**src/rtl/cache_repl_ctrl.sv**
```systemverilog
// cache_repl_ctrl: sequences LRU read, victim choice, refill handshake and MRU update for one access at a time.
module cache_repl_ctrl #(
  parameter int NUM_OF_SETS_SQRT = 2,
  parameter int INDEX_WIDTH      = 12,
  parameter int CNT_WIDTH        = 16
) (
  input  logic                        clk_i,
  input  logic                        rst_i,
  input  logic                        req_valid_i,
  output logic                        req_ready_o,
  input  logic [INDEX_WIDTH-1:0]      req_index_i,
  input  logic                        req_hit_i,
  input  logic [NUM_OF_SETS_SQRT-1:0] req_way_i,
  output logic                        resp_valid_o,
  input  logic                        resp_ready_i,
  output logic [NUM_OF_SETS_SQRT-1:0] resp_way_o,
  output logic                        resp_miss_o,
  output logic                        refill_req_o,
  output logic [INDEX_WIDTH-1:0]      refill_index_o,
  output logic [NUM_OF_SETS_SQRT-1:0] refill_way_o,
  input  logic                        refill_ack_i,
  output logic [INDEX_WIDTH-1:0]      lru_addr_o,
  output logic                        lru_we_o,
  output logic [NUM_OF_SETS_SQRT-1:0] lru_set_o,
  input  logic [NUM_OF_SETS_SQRT-1:0] lru_victim_i,
  output logic [CNT_WIDTH-1:0]        hit_cnt_o,
  output logic [CNT_WIDTH-1:0]        miss_cnt_o
);
  typedef enum logic [2:0] {IDLE, READ, DECIDE, REFILL, UPDATE, RESP} state_t;
  state_t                      state;
  logic                        hit_q;
  logic [NUM_OF_SETS_SQRT-1:0] way_q;
  always_ff @(posedge clk_i or posedge rst_i) begin
    if (rst_i) begin
      state          <= IDLE;
      hit_q          <= 1'b0;
      way_q          <= '0;
      req_ready_o    <= 1'b1;
      resp_valid_o   <= 1'b0;
      resp_way_o     <= '0;
      resp_miss_o    <= 1'b0;
      refill_req_o   <= 1'b0;
      refill_index_o <= '0;
      refill_way_o   <= '0;
      lru_addr_o     <= '0;
      lru_we_o       <= 1'b0;
      lru_set_o      <= '0;
      hit_cnt_o      <= '0;
      miss_cnt_o     <= '0;
    end else begin
      case (state)
        IDLE: if (req_valid_i) begin
          req_ready_o <= 1'b0;
          lru_addr_o  <= req_index_i;
          hit_q       <= req_hit_i;
          way_q       <= req_way_i;
          state       <= READ;
        end
        READ: state <= DECIDE;
        DECIDE: if (hit_q) begin
          lru_we_o  <= 1'b1;
          lru_set_o <= way_q;
          state     <= UPDATE;
        end else begin
          way_q          <= lru_victim_i;
          refill_index_o <= lru_addr_o;
          refill_way_o   <= lru_victim_i;
          refill_req_o   <= 1'b1;
          state          <= REFILL;
        end
        REFILL: if (refill_ack_i) begin
          refill_req_o <= 1'b0;
          lru_we_o     <= 1'b1;
          lru_set_o    <= way_q;
          state        <= UPDATE;
        end
        UPDATE: begin
          lru_we_o     <= 1'b0;
          hit_cnt_o    <= hit_q ? hit_cnt_o + 1'b1 : hit_cnt_o;
          miss_cnt_o   <= hit_q ? miss_cnt_o : miss_cnt_o + 1'b1;
          resp_valid_o <= 1'b1;
          resp_way_o   <= way_q;
          resp_miss_o  <= !hit_q;
          state        <= RESP;
        end
        RESP: if (resp_ready_i) begin
          resp_valid_o <= 1'b0;
          req_ready_o  <= 1'b1;
          state        <= IDLE;
        end
        default: state <= IDLE;
      endcase
    end
  end
endmodule

```
**config.mk**
```make
export PLATFORM = sky130hd
export DESIGN_NAME = cache_repl_ctrl
export DESIGN_NICKNAME = d
export VERILOG_FILES = /design/src/rtl/cache_repl_ctrl.sv
export SDC_FILE = /design/constraint.sdc
export NUM_CORES = 1
export LEC_CHECK = 0
export BUFFER_PORTS_ARGS = -buffer_cell sky130_fd_sc_hd__buf_2
export CORE_MARGIN = 5
export CORE_UTILIZATION = 51
export CTS_CLUSTER_SIZE = 24
export DETAILED_ROUTE_END_ITERATION = 8
export GPL_TIMING_DRIVEN = 0
export PLACE_DENSITY = 0.88
export SETUP_SLACK_MARGIN = 0.2
export SLEW_MARGIN = 20
export SYNTH_ARGS = -nofsm -noshare
export SYNTH_HDL_FRONTEND = slang
export SYNTH_SLANG_ARGS = --single-unit
```
**constraint.sdc**
```tcl
create_clock -name clk_i -period 2.1 [get_ports clk_i]
set_input_delay 0.105 -clock clk_i [delete_from_list [all_inputs] [get_ports clk_i]]
set_output_delay 0.105 -clock clk_i [all_outputs]
set_load 0.01 [all_outputs]
```
# --- Word level (Yosys, flattened, before mapping) ---
# Cells that the tools add are included.
totals:
  reg_bits: 73
  output_inout_bits: 67
  word_cells: 68
classes:
  addsub: 2
  n_eq_ne: 10
  mux: 22
  n_bitwise: 1
  n_reduce_logical: 18
ops:
  columns: ["op", "count"]
  rows:
  - ["$add 16x1->16 const B", 2]
  - ["$pmux 3 s6", 1]
  - ["$reduce_and 3->1", 6]
  - ["$mux 3", 4]
  - ["$ne 2x2->1 const B", 5]
  - ["$reduce_and 2->1", 5]
  - ["$mux 2", 4]
  - ["$pmux 2 s2", 2]
  - ["$reduce_bool 2->1", 4]
  - ["$mux 1", 7]
  - ["$eq 3x2->1 const B", 2]
  - ["$eq 3x3->1 const B", 2]
  - ["$pmux 1 s2", 3]
  - ["$eq 3x1->1 const B", 1]
  - ["$logic_not 3->1", 1]
  - ["$pmux 1 s3", 1]
  - ["$reduce_bool 3->1", 1]
  - ["$logic_not 1->1", 1]
  - ["$not 1->1", 1]

# --- Longest topological paths before layout ---
depth:
  depth_word: 3
  mapped_depth: 6
  ltp_nobuf: 5

# --- Least setup slack after synthesis ---
# No wires, ideal clock.
synth_path:
  path_kind: "register -> register"
  from: "reg hit_q"
  to: "reg miss_cnt_o[8]"
  setup_time_ns: 0.126
  arrival_ns: 1.811
  t_required_ns: 1.974
  setup_slack_ns: 0.163
  path_stages_with_launch: 6
  path_buffers: 2
  cell_sequence: "dfrtp_1 -> buf_6 -> or4b_1 -> buf_6 -> or4_4 -> xnor2_2"
synth_via:
  elab_chain_cells: 2
synth_rtl:
  columns: ["element", "line", "source"]
  rows:
  - ["start: declaration", "31", "logic hit_q;"]
  - ["start signal: assignment", "55", "hit_q <= req_hit_i;"]
  - ["$not 1->1 (no source line)", null, null]
  - ["$reduce_and 2->1 (no source line)", null, null]
  - ["end signal: assignment", "80", "miss_cnt_o <= hit_q ? miss_cnt_o : miss_cnt_o + 1'b1;"]
  - ["end: declaration", "27", "output logic [CNT_WIDTH-1:0] miss_cnt_o"]
# No other way between the ends.
# A chain may end at the register's enable or synchronous reset.

# --- Worst setup path in the final report ---
layout_path:
  from: "reg state[0]"
  to: "reg miss_cnt_o[8]"
layout_via:
  elab_chain_cells: 2
layout_rtl:
  columns: ["element", "line", "source"]
  rows:
  - ["start: declaration", "30", "state_t state;"]
  - ["start signal: assignment", "35", "state <= IDLE;"]
  - ["start signal: assignment", "57", "state <= READ;"]
  - ["start signal: assignment", "59", "READ: state <= DECIDE;"]
  - ["$eq 3x3->1", "51", "case (state)"]
  - ["$reduce_and 2->1 (no source line)", null, null]
# No other way between the ends.

==> results.json <==
{
  "grt_max_degree": 33,
  "yosys.area.top_type": "dfrtp_1",
  "start_kind": "flip-flop",
  "synthTopCellsByArea": "dfrtp_1, mux2_2, xnor2_1",
  "worst_skew_pair.late_latency_ns": 0.33,
  "fillCellCount": 417,
  "die_area_mm2": 0.007755,
  "peakVddDrop_uv": 874.5,
  "synth_warnings": 0,
  "synth_nets": 267,
  "p_seq_share_pct": 41.0,
  "antenna_found_initial": 0,
  "fmax_ghz": 0.5368,
  "cap_violations": 0,
  "netlist_area_mm2": 0.003108,
  "core-area_mm2": 0.005921,
  "grt_use_total_pct": 19.66,
  "setup_viol": 0,
  "syn_inst": 243,
  "cts_buffer_depth": 2,
  "htree_num_levels": 3,
  "power_leakage_nw": 2.068,
  "place_ws_ns": -0.01814,
  "grt_pass1_vias": 2397,
  "fin_total_pwr_mw": 5.308,
  "cts_root_buf": "clkbuf_8",
  "drc": 0,
  "initial_core_util_pct": 52.49,
  "tightest_slew_ns": 0.5441,
  "ys_seq_elements": 73,
  "cpPeakStageDelay_ns": 0.52,
  "status": "complete, no violations",
  "synthArstFlopShare_pct": 100.0,
  "yosysTopAreaCellShare_pct": 57.97,
  "place.gp.congestion": 0.8023,
  "setup_ws_ns": 0.2372,
  "path_clk_slew_ns": 0.08,
  "synth_edf_count": 0,
  "final_common_cell": "buf_2",
  "row_count": 28,
  "via_per_inst": 5.234,
  "num_vias": 2303,
  "crit_fanout": 7,
  "clkPwrFrac_pct": 23.3,
  "relSlewSlack_pct": 63.65,
  "register_area_mm2": 0.001828,
  "io_buffers": 88,
  "chipWidth_um": 88.07,
  "p_int_mw": 3.566,
  "floorplan.die.height_um": 88.07,
  "wl_per_cell_um": 15.91,
  "hold_violations": 0,
  "multi_input_area_mm2": 0.001255,
  "cts_tree": "built",
  "seq_area_frac_synth_pct": 58.82,
  "area_delta_synth_final_pct": 33.37,
  "slowest_stage": "or4b_4",
  "swShare_pct": 32.83,
  "rsz0062_at_grt": "yes",
  "drive_gt1_share_pct": 44.93,
  "crit_type": "reg -> reg",
  "cts.sinks": 73,
  "fin_util_pct": 70.01,
  "cp.arrival_ns": 2.08,
  "fin_crit_ns": 1.863,
  "layout_common_cells": "buf_2, dfrtp_1, mux2_2",
  "cts-buffers-inserted": 9,
  "cp-end-kind": "flip-flop",
  "path_cells": "buf_6, or4b_4, buf_8, or4_4, xnor2_2",
  "fin_skew_ns": 0.006144,
  "min_period_over_period_pct": 88.70,
  "final.setup.tns_ns": 0,
  "report.final.slew_viol_count": 0,
  "grt_pass1_wl_um": 11800,
  "routed_wl_um": 6999,
  "grt_overflow": 0,
  "boundaryPins": 89,
  "power_switching_mw": 1.743,
  "dr.pass1.iters": 4,
  "synthFlopType": "dfrtp_1",
  "antenna_left": 0,
  "diodes": 0,
  "cp.required_ns": 2.32,
  "synth.avg_cell_area_um2": 12.79,
  "num-nets-final": 384,
  "p_per_area_mw_per_mm2": 1281,
  "synth_cell_types": 37,
  "drtIter0Drc": 117,
  "dpl.hpwl_um": 4683,
  "pwr-share-comb_pct": 35.8,
  "hold_path_class": "in -> reg"
}
through the flow:
stage,instances,hold slack [ns],cell area (um^2)
floorplan,243,0.2567,3124
detailed placement,408,0.1841,3706
finish,440,0.01738,4145
global route,440,0.01039,4145
global placement,406,0.3354,3659
CTS,438,0.001444,4106
worst paths after layout:
kind	startpoint	end	slack (ns)	cells after the start
worst max register to register	state[0]$_DFFE_PP0P_	miss_cnt_o[8]$_DFFE_PP0P_	0.24	5
worst min-delay path	lru_victim_i[1]	refill_way_o[1]$_DFFE_PP0P_	0.02	2
worst max-delay path	state[0]$_DFFE_PP0P_	miss_cnt_o[8]$_DFFE_PP0P_	0.24	5
max in group asynchronous	rst_i	req_ready_o$_DFFE_PP1P_	1.11	4
min in group asynchronous	rst_i	lru_addr_o[9]$_DFFE_PP0P_	0.40	3
worst min register to register	hit_cnt_o[15]$_DFFE_PP0P_	hit_cnt_o[15]$_DFFE_PP0P_	0.47	1
per-layer routing:
| layer | global-route usage, % | part of all wire, % |
|---|---|---|
| met5 | 0 | 0 |
| met4 | 8.242 | 1.9 |
| met3 | 5.268 | 6.8 |
| met2 | 33.01 | 50 |
| met1 | 24.01 | 42 |
flip-flops by register name, indices dropped and copies added (netlist names), 2 cells and up:
signal / count
lru_addr_o: 12
refill_index_o: 12
state: 3
miss_cnt_o: 16
resp_way_o: 2
lru_set_o: 2
refill_way_o: 2
way_q: 2
hit_cnt_o: 16
final cells by class:
type,count,share of cell area (%)
inverters,3,0.3622
clock buffers,11,3.652
repair buffers,106,15.70
flip-flops and latches,73,44.10
clock inverters,5,1.871
well taps,75,2.264
multi-input cells,158,30.27
plain buffers,9,1.781
critical path, delay by kind of cell, from the launching register on:
kind | cells | cell delay, ns
DFF | 1 | 0.38
and+or+nand+nor | 2 | 0.95
buffers and inverters | 2 | 0.28
xor gates and xnor gates | 1 | 0.14
what timing repair did:
item                       in CTS  in global routing
pin swaps                       2                  3
gates resized for setup         7                  7
setup endpoints to repair      34                 35
hold endpoints to repair       30                  0
buffers inserted                2                  2
gates cloned                    0                  0
hold buffers                   12                  0
synth_stat cells (all sizes together) (3+ instances only):
master / number
a21oi: 5
and3: 5
and4: 3
buf: 6
clkbuf: 3
dfrtp: 72
inv: 3
mux2: 32
mux2i: 3
nand2: 19
nand3: 4
nand4: 12
nor2: 20
o21ai: 3
or2: 3
xnor2: 23
xor2: 7
kinds of logic (layout without fill, tap and decap cells):
kind of cell	Yosys count	in the layout	share of synthesized area, %
compound gates	13	13	2.496
xor+xnor	30	30	8.696
fa+ha+maj	2	2	0.8050
mux	35	35	12.56
simple gates	78	78	14.53
buf+inv	12	134	2.093
flops	73	73	58.82
power groups by stage:
stage | clock network [mW] | registers, mW | logic [mW]
2_1_floorplan | 0 | 2.32 | 0.934
3_3_place_gp | 0 | 2.15 | 1.68
3_5_place_dp | 0 | 2.18 | 1.76
4_1_cts | 1.26 | 2.16 | 1.84
5_1_grt | 1.32 | 2.23 | 2.09
6_report | 1.24 | 2.17 | 1.90
(Power assumes the default switching activity.)
